## src/rtl/fp16_invsqrt_seq.sv

```systemverilog
// Sequential fp16 inverse square root: a magic-constant seed refined by Newton-Raphson
// steps that borrow a shared external multiplier and adder, one operation per cycle.
module fp16_invsqrt_seq #(
    parameter int          ITERS = 1,
    parameter logic [15:0] MAGIC = 16'h59BB
) (
    input  logic        clk,
    input  logic        rst,
    input  logic        in_valid,
    output logic        in_ready,
    input  logic [15:0] in_data,
    output logic        out_valid,
    input  logic        out_ready,
    output logic [15:0] out_data,
    output logic        busy,
    output logic [15:0] mul_a,
    output logic [15:0] mul_b,
    input  logic [15:0] mul_res,
    output logic [15:0] add_a,
    output logic [15:0] add_b,
    input  logic [15:0] add_res
);

    typedef enum logic [2:0] {IDLE, HALF, YSQ, TERM, SUB, FIN, DONE} state_t;

    localparam logic [2:0]  LP_ITERS        = 3'(ITERS);
    localparam logic [15:0] LP_HALF         = 16'h3800;
    localparam logic [15:0] LP_THREE_HALVES = 16'h3E00;
    localparam logic [15:0] LP_QNAN         = 16'h7E00;
    localparam logic [15:0] LP_PINF         = 16'h7C00;

    state_t      r_state;
    state_t      w_nextState;
    logic [15:0] r_x;
    logic [15:0] r_y;
    logic [15:0] r_xh;
    logic [15:0] r_t;
    logic [2:0]  r_count;

    logic        w_accept;
    logic        w_special;
    logic [15:0] w_specialRes;
    logic [2:0]  w_countInc;
    logic [4:0]  w_exp;
    logic [9:0]  w_man;

    assign w_exp      = in_data[14:10];
    assign w_man      = in_data[9:0];
    assign w_accept   = in_valid && (r_state == IDLE);
    assign w_countInc = r_count + 3'd1;

    // Operands with no finite positive root bypass the iteration entirely.
    always_comb begin
        w_special    = 1'b1;
        w_specialRes = LP_QNAN;
        if (w_exp == 5'h1F && w_man != 10'd0) begin
            w_specialRes = LP_QNAN;
        end else if (w_exp == 5'h1F) begin
            w_specialRes = in_data[15] ? LP_QNAN : 16'h0000;
        end else if (w_exp == 5'd0 && w_man == 10'd0) begin
            w_specialRes = LP_PINF;
        end else if (in_data[15]) begin
            w_specialRes = LP_QNAN;
        end else begin
            w_special = 1'b0;
        end
    end

    always_ff @(posedge clk) begin
        if (rst) begin
            r_state <= IDLE;
        end else begin
            r_state <= w_nextState;
        end
    end

    always_comb begin
        w_nextState = r_state;
        case (r_state)
            IDLE: if (w_accept) w_nextState = w_special ? DONE : HALF;
            HALF: w_nextState = YSQ;
            YSQ:  w_nextState = TERM;
            TERM: w_nextState = SUB;
            SUB:  w_nextState = FIN;
            FIN:  w_nextState = (w_countInc == LP_ITERS) ? DONE : YSQ;
            DONE: if (out_ready) w_nextState = IDLE;
            default: w_nextState = IDLE;
        endcase
    end

    // A special-case result is parked in r_y so DONE always presents r_y.
    always_ff @(posedge clk) begin
        if (rst) begin
            r_x     <= 16'h0000;
            r_y     <= 16'h0000;
            r_xh    <= 16'h0000;
            r_t     <= 16'h0000;
            r_count <= 3'd0;
        end else begin
            case (r_state)
                IDLE: begin
                    if (w_accept) begin
                        r_x     <= in_data;
                        r_y     <= w_special ? w_specialRes : (MAGIC - {1'b0, in_data[15:1]});
                        r_count <= 3'd0;
                    end
                end
                HALF: r_xh <= mul_res;
                YSQ:  r_t  <= mul_res;
                TERM: r_t  <= mul_res;
                SUB:  r_t  <= add_res;
                FIN: begin
                    r_y     <= mul_res;
                    r_count <= w_countInc;
                end
                default: ;
            endcase
        end
    end

    always_comb begin
        in_ready  = (r_state == IDLE);
        busy      = (r_state != IDLE);
        out_valid = 1'b0;
        out_data  = 16'h0000;
        mul_a     = 16'h0000;
        mul_b     = 16'h0000;
        add_a     = 16'h0000;
        add_b     = 16'h0000;
        case (r_state)
            HALF: begin
                mul_a = r_x;
                mul_b = LP_HALF;
            end
            YSQ: begin
                mul_a = r_y;
                mul_b = r_y;
            end
            TERM: begin
                mul_a = r_xh;
                mul_b = r_t;
            end
            SUB: begin
                add_a = LP_THREE_HALVES;
                add_b = {~r_t[15], r_t[14:0]};
            end
            FIN: begin
                mul_a = r_y;
                mul_b = r_t;
            end
            DONE: begin
                out_valid = 1'b1;
                out_data  = r_y;
            end
            default: ;
        endcase
    end

endmodule
```

## config.mk

```make
export PLATFORM = sky130hd
export DESIGN_NAME = fp16_invsqrt_seq
export DESIGN_NICKNAME = d
export VERILOG_FILES = /design/src/rtl/fp16_invsqrt_seq.sv
export SDC_FILE = /design/constraint.sdc
export NUM_CORES = 1
export LEC_CHECK = 0
export CAP_MARGIN = 20
export CORE_MARGIN = 2
export CORE_UTILIZATION = 46
export DETAILED_ROUTE_END_ITERATION = 10
export GPL_TIMING_DRIVEN = 0
export PLACE_DENSITY = 0.8
export SLEW_MARGIN = 40
export SYNTH_ARGS = -nofsm -noshare
export SYNTH_HDL_FRONTEND = slang
export SYNTH_SLANG_ARGS = --single-unit
```

## constraint.sdc

```tcl
create_clock -name clk -period 1.8 [get_ports clk]
set_input_delay 0.27 -clock clk [delete_from_list [all_inputs] [get_ports clk]]
set_output_delay 0.27 -clock clk [all_outputs]
set_load 0.02 [all_outputs]
```

-- Word level (Yosys, flattened, before mapping)
Cells that the tools add are included.
- reductions and logical operators: 16
- mux-type cells: 25
- equality and inequality tests: 10
- add/subtract/negate cells: 2
- bitwise operators: 1
- operators with widths (operator ; number):
    $pmux W16 S3 ; 2
    $mux W16 ; 4
    $pmux W16 S2 ; 2
    $mux W15 ; 3
    $pmux W3 S7 ; 1
    $sub A15 B15 Y16 const A ; 1
    $mux W3 ; 5
    $mux W14 ; 1
    $logic_not A10 Y1 ; 1
    $mux W10 ; 1
    $reduce_bool A10 Y1 ; 1
    $eq A3 B3 Y1 const B ; 3
    $eq A3 B1 Y1 const B ; 2
    $eq A3 B2 Y1 const B ; 2
    $pmux W3 S2 ; 1
    $reduce_and A2 Y1 ; 3
    $reduce_or A2 Y1 ; 3
    $eq A5 B5 Y1 const B ; 1
    $logic_not A5 Y1 ; 1
    $mux W1 ; 5
    $reduce_bool A2 Y1 ; 2
    $add A3 B1 Y3 const B ; 1
    $logic_and A1 B1 Y1 ; 3
    $logic_not A3 Y1 ; 1
    4 further kinds ; 4
- logic and storage cells: 60
- output and inout port bits: 83
- register bits: 70
- input bits: 52

-- Depth between registers and ports, before layout
Gate-level depths: netlist of the first run.
- depth in word-level cells: 8
- depth in mapped cells: 7
- gate-level depth less buffers: 5

-- Least setup slack after synthesis of the first run
Ideal clock, no wire load.
- path type: reg-to-output
- start point: reg r_state[1]
- end point: out mul_a[10]
- path buffers: 2
- data required time: 1530 ps
- slack: -75 ps
- arrival: 1605 ps
- cell stages (with the launch flop): 5
- cells stage by stage: dfxtp_1 > buf_4 > clkbuf_1 > mux2i_1 > o21ai_0
- word-level cells in the longest chain between the ends: 3
- elaborated cells on any way between the ends: 6
- classes of those cells: eq/ne: 4; mux: 1; reduce/logical: 1
- ends and longest elaborated chain (item ; RTL line ; text):
    start: declaration ; 32 ; state_t r_state;
    start signal: assignment ; 73 ; r_state <= w_nextState;
    $eq A3 B3 Y1 / $eq A3 B2 Y1 (equally long branches) ; 130 ; case (r_state)
    $reduce_or A2 Y1 (no source line) ; n/a ;
    $pmux W16 S3 * ; 130 ;
    end: declaration ; 16 ; output logic [15:0] mul_a,
Every way passes the cells marked *; elsewhere a longest branch is shown, timed or not.

-- Worst setup path after layout of the first run
- start point: reg r_state[2]
- end point: out mul_a[15]
The elaborated chain is that of the path after synthesis.

==> flow_summary.ini, run 1 <==
[outcome]
status = complete, but fails checks
violations = setup timing

[global_routing]
grt_max_degree = 13
grt_pass1_wl_um = 25200
antenna_found_initial = 0
grt_usage_pct = 32.9
grt_pass1_vias = 4767
overflow = 0

[sta]
setup_viol = 75
max_freq_mhz = 482
rsz0062_at_grt = true
worst_pin_slew_ns = 0.718
hold_violations = 0
period_minus_slack_ns = 2.07
skew_ns = 0.0118
timing.slew.headroom_pct = 52.1
finalCritPeriodShare_pct = 115
timing.final.max_slew_violations = 0
fin_hold_ws_ns = 0.235
tns_ns = -11.18
fin_ws_ns = -0.274

[cells_and_area]
drive_gt1_share_pct = 39.6
final_cells = 826
utilization_pct = 77.4
n_fill_cell = 529
n_antenna_cell = 0
areaGrowthSynthToFinish_pct = 64.3
mostFrequentLayoutCells = nand2_1 (89), buf_6 (75), buf_4 (67), dfxtp_1 (67), a21oi_1 (60)
mostFrequentLayoutCell = nand2_1
finish.instance_area_um2 = 6690
nets = 769

[floorplanning]
fp.dieH_um = 98.1
die_w_um = 98.1
ios = 135
dieArea_um2 = 9620
initial_utilization_pct = 47.1
std_cell_rows = 34
coreArea_um2 = 8640

[worst_hold_path]
hp-class = in2reg

[detailed_routing]
ant_nets = 0
avgViaCountPerCell = 6.23
route.vias.total = 5150
drt_iter0_markers = 658
drc = 0
detail_route.first_pass.iterations = 6
wl_um = 17800
wire_per_inst_um = 21.6

[placement]
place_ws_ns = -0.810
dp.cells = 765
gp_congestion = 0.912
port_buffers = 117
dpl.hpwl_um = 10600
place_area_um2 = 5420

[clock_network]
cts_max_level = 3
clkLatencyLatePin_ns = 0.36
clkSinkCount = 70
clockBufferDepth = 2
path_clk_slew_ns = 0.08
cts_tree = built
cts_root_buf = clkbuf_8
ctsHoldBuffers = 0
cts_buffers = 9

[yosys]
synth-xor-area-share_pct = 1.29
yosysSeqAreaShare_pct = 34.4
syn_area_um2 = 4070
synthAdderAreaFrac_pct = 0.922
synth_ff_type = dfxtp_1
yosys.area_share.simple_pct = 23.8
synth_edf_count = 0
synth_top_cell_by_area = dfxtp_1
synth_cell_types = 58
yosys_register_bits = 70
syn_inst = 530
synth_mux_area_share_pct = 4.95
synth_compound_area_share_pct = 25.8
avgSynthCellArea_um2 = 7.68
synth_top_family_by_area = compound AO/OA/AOI/OAI gates
synthTopCellsByArea = dfxtp_1 (34%), nand2_1 (10%), a21oi_1 (8.1%), a22oi_1 (5.0%), and2_1 (4.8%)
netlist.area_leader.share_pct = 34.4
ys_async_sr_fraction_pct = 0
ys_warn_count = 0

[power]
powerDensity_nw_per_um2 = 1290
ir_drop_uv = 593
power_leakage_nw = 2.74
power_mw = 8.60

[critical_path]
critPathTopFamily = buffers and inverters
cp-start-kind = flop
path_cells = buf_8 > nand2b_4 > o21ai_4 > buf_6 > nand2_2 > o21ai_2 > buf_6
critPathMostFrequentCell = buf_6
crit_path_end_kind = output port
crit_path_max_fanout = 6
worst-path-buf-inv = 3
criticalPathCategory = reg2out
crit_arrival_ns = 1.80
max_stage_delay_ns = 0.38
slowest_stage = dfxtp_4
crit_required_ns = 1.53

[flow_run]
cap_violations = 0
-- repair_timing --
item | 4_1_cts | 5_1_grt
cloned | 3 | 4
endpoints found under the setup margin | 90 | 113
pin swaps | 13 | 11
buffers inserted | 30 | 14
gates resized for setup | 507 | 116
-- tightest hold or removal path, stage by stage --
cell     delay (ns)
buf_2          0.15
nand2_1        0.07
a21oi_1        0.05
-- report_power, final --
group / internal, mW / switching, mW
Combinational: 2.21 / 2.56
Sequential: 1.90 / 0.378
Clock: 0.913 / 0.640
Total: 5.02 / 3.58
-- final timing paths --
check / startpoint / end / slack (ns) / cells after the start
worst min-delay path: in_data[11] / r_x[11] / 0.23 / 3
worst min register to register: r_x[0] / r_x[0] / 0.46 / 2
worst max register to register: r_state[1] / r_y[7] / -0.14 / 8
worst max-delay path: r_state[2] / mul_a[15] / -0.27 / 7
-- cell type report --
type                    count  area, µm²  share of cell area [%]
plain buffers              55        443                    6.62
clock buffers               9        124                    1.85
clock inverters             6        111                    1.67
inverters                   7       30.0                   0.449
multi-input cells         404       2750                    41.1
flip-flops and latches     70       1410                    21.1
well taps                 108        135                    2.02
repair buffers            167       1680                    25.2
-- flip-flops by register name, indices dropped and copies added (netlist names) --
name,cells
r_count,3
r_state,3
r_t,16
r_x,16
r_xh,16
r_y,16
-- cell families after synthesis --
logic type / count (synthesis)
AND/OR/NAND/NOR: 198
AO/OA/AOI/OAI: 166
flip-flops: 70
buffers and inverters: 66
multiplexers: 20
XOR/XNOR: 6
adder cells (fa/ha/maj): 3
other: 1
-- metal layers --
metal  wire length [µm]  global-route usage (%)  vias to the layer above
li1                   -                       -                     2217
met1               6250                    40.3                     2363
met2               8380                    54.3                      449
met3               2030                    6.66                      121
met4               1150                    17.8                        0
met5                  0                       0                        -
-- cell usage after synthesis, types with 5 or more instances --
cell type / number
a21oi_1: 66
a22oi_1: 27
nor3_1: 5
and2_1: 31
a211oi_1: 8
dfxtp_1: 70
inv_1: 7
nand4_1: 8
o22ai_1: 6
mux2i_1: 19
nor2_1: 17
buf_2: 16
buf_4: 19
a22o_1: 10
clkbuf_1: 20
o21ai_0: 26
nand2_1: 110
Note: power is estimated with default switching activity, not from simulation.
==> run 2, diff against run 1 <==
--- a/config.mk
+++ b/config.mk
@@ -6,7 +6,6 @@
 export NUM_CORES = 1
 export LEC_CHECK = 0
 export CAP_MARGIN = 20
-export CORE_MARGIN = 2
 export CORE_UTILIZATION = 46
 export DETAILED_ROUTE_END_ITERATION = 10
 export GPL_TIMING_DRIVEN = 0
==> run 2 against run 1 <==
  * The run still ends with setup timing left
  * Clock power fell by 26%
  * First-iteration DRC count decreased by 24%
  * Combinational power shrank 8.2%
  * Sequential share of layout area is 0.60 points higher
  * Core utilization increased by 0.15 points
  * Clock skew is 0.0050 ns lower
  * Register-to-register slack improved by 0.10 ns
  * Die area is 4.0% lower
  * Non-clock buffer count decreased by 11
  * Sequential power about the same
  * Routed wire length decreased by 8.0%
  * Sequential cell count stayed put
  * Critical path type unchanged
==> flow_summary.ini, run 2 (synthesized netlist as in run 1, its figures left out) <==
[cells_and_area]
n_fill_cell = 535
nets = 758
mostFrequentLayoutCell = nand2_1
drive_gt1_share_pct = 38.9
n_antenna_cell = 0
mostFrequentLayoutCells = nand2_1 (92), buf_6 (87), dfxtp_1 (67), a21oi_1 (63), buf_4 (45)
areaGrowthSynthToFinish_pct = 59.8
finish.instance_area_um2 = 6500

[flow_run]
cap_violations = 0

[critical_path]
max_stage_delay_ns = 0.37
criticalPathCategory = reg2out
cp-start-kind = flop
crit_path_max_fanout = 7
crit_required_ns = 1.53
crit_arrival_ns = 1.78
crit_path_end_kind = output port
path_cells = buf_8 > nand2b_4 > o21ai_4 > buf_6 > nand2_2 > o21ai_4 > buf_6
slowest_stage = dfxtp_4

[global_routing]
grt_pass1_vias = 4434
antenna_found_initial = 0
grt_usage_pct = 33.8
grt_pass1_wl_um = 23300
overflow = 0
grt_max_degree = 11

[clock_network]
clkSinkCount = 70
cts_buffers = 9
clockBufferDepth = 2
path_clk_slew_ns = 0.07
cts_root_buf = clkbuf_8
clkLatencyLatePin_ns = 0.35
cts_tree = built
cts_max_level = 3
ctsHoldBuffers = 0

[outcome]
status = complete, but fails checks
violations = setup timing

[detailed_routing]
detail_route.first_pass.iterations = 6
ant_nets = 0
drc = 0
wl_um = 16400
wire_per_inst_um = 20.2
avgViaCountPerCell = 6.01
route.vias.total = 4865
drt_iter0_markers = 499

[power]
power_leakage_nw = 2.61
ir_drop_uv = 550
p_sw_mw = 3.36
power_mw = 7.80
switching_share_pct = 43.1
intPower_mw = 4.44
combPwrFrac_pct = 56.3
p_clk_share_pct = 14.6
powerDensity_nw_per_um2 = 1200
p_seq_share_pct = 29.0

[sta]
finalCritPeriodShare_pct = 114
max_freq_mhz = 487
fin_ws_ns = -0.252
hold_violations = 0
timing.slew.headroom_pct = 53.8
worst_pin_slew_ns = 0.692
fin_hold_ws_ns = 0.253
skew_ns = 0.00681
timing.final.max_slew_violations = 0
period_minus_slack_ns = 2.05
setup_viol = 71
rsz0062_at_grt = true

[floorplanning]
coreArea_um2 = 8380
std_cell_rows = 33
initial_utilization_pct = 48.6
die_w_um = 96.1
dieArea_um2 = 9230
ios = 135
fp.dieH_um = 96.1

[placement]
dpl.hpwl_um = 10400
port_buffers = 117
gp_congestion = 0.898
place_area_um2 = 5420

[worst_hold_path]
hp-class = in2reg
run 2: power groups by stage:
stage | clock (mW) | combinational (mW) | sequential (mW)
floorplan | 0 | 2.04 | 2.09
global placement | 0 | 3.01 | 2.17
detailed placement | 0 | 3.07 | 2.19
CTS | 1.11 | 3.78 | 2.19
global route | 1.18 | 4.63 | 2.29
finish | 1.14 | 4.39 | 2.26
run 2: layout make-up:
cell class | instances | area [µm²] | share of cell area, %
well taps | 105 | 131 | 2.02
clock inverters | 2 | 10.0 | 0.154
inverters | 7 | 30.0 | 0.462
repair buffers | 157 | 1610 | 24.8
plain buffers | 54 | 418 | 6.43
flip-flops and latches | 70 | 1410 | 21.7
clock buffers | 11 | 151 | 2.33
multi-input cells | 404 | 2740 | 42.2
run 2: final timing paths:
path / from / endpoint / slack [ns] / cells past startpoint
setup / recovery: r_state[2] / mul_a[6] / -0.25 / 7
hold / removal: in_data[8] / r_x[8] / 0.25 / 3
setup reg to reg: r_state[2] / r_y[7] / -0.04 / 8
hold reg to reg: r_xh[2] / r_xh[2] / 0.46 / 2
run 2: repair_timing:
| action | CTS | global route |
|---|---|---|
| pin swaps | 16 | 15 |
| setup buffers | 25 | 11 |
| resized for setup | 502 | 124 |
| gates cloned | 3 | 2 |
| endpoints found under the hold margin | 0 | 0 |
| endpoints found under the setup margin | 89 | 124 |
run 2: stage by stage:
step / TNS, ns / setup slack (ns) / instances / utilization, %
after floorplan: 0 / 0.0693 / 540 / -
after global placement: -48.13 / -0.772 / 762 / 64.6
after detailed placement: -49.98 / -0.782 / 762 / 64.6
after CTS: -7.55 / -0.214 / 801 / 73.0
after global routing: -12.73 / -0.286 / 810 / 77.6
final: -8.93 / -0.252 / 810 / 77.6
run 2: worst max-delay path: cells and delay by family (launching register included):
kind                   cells  cell delay (ns)
AO/OA/AOI/OAI              2             0.33
buffers and inverters      3             0.46
flip-flops                 1             0.37
AND/OR/NAND/NOR            2             0.25
run 2: routing by layer:
layer | track usage [%] | part of all wire [%]
met4 | 13.8 | 4.5
met1 | 42.5 | 37
met2 | 55.9 | 48
met5 | 0 | 0
met3 | 7.42 | 11
==> run 3, diff against run 2 <==
--- a/config.mk
+++ b/config.mk
@@ -9,6 +9,7 @@
 export CORE_UTILIZATION = 46
 export DETAILED_ROUTE_END_ITERATION = 10
 export GPL_TIMING_DRIVEN = 0
+export HOLD_SLACK_MARGIN = 0.15
 export PLACE_DENSITY = 0.8
 export SLEW_MARGIN = 40
 export SYNTH_ARGS = -nofsm -noshare
==> results of run 3 <==
No change in the layout: final DEF, timing and power equal those of run 2.
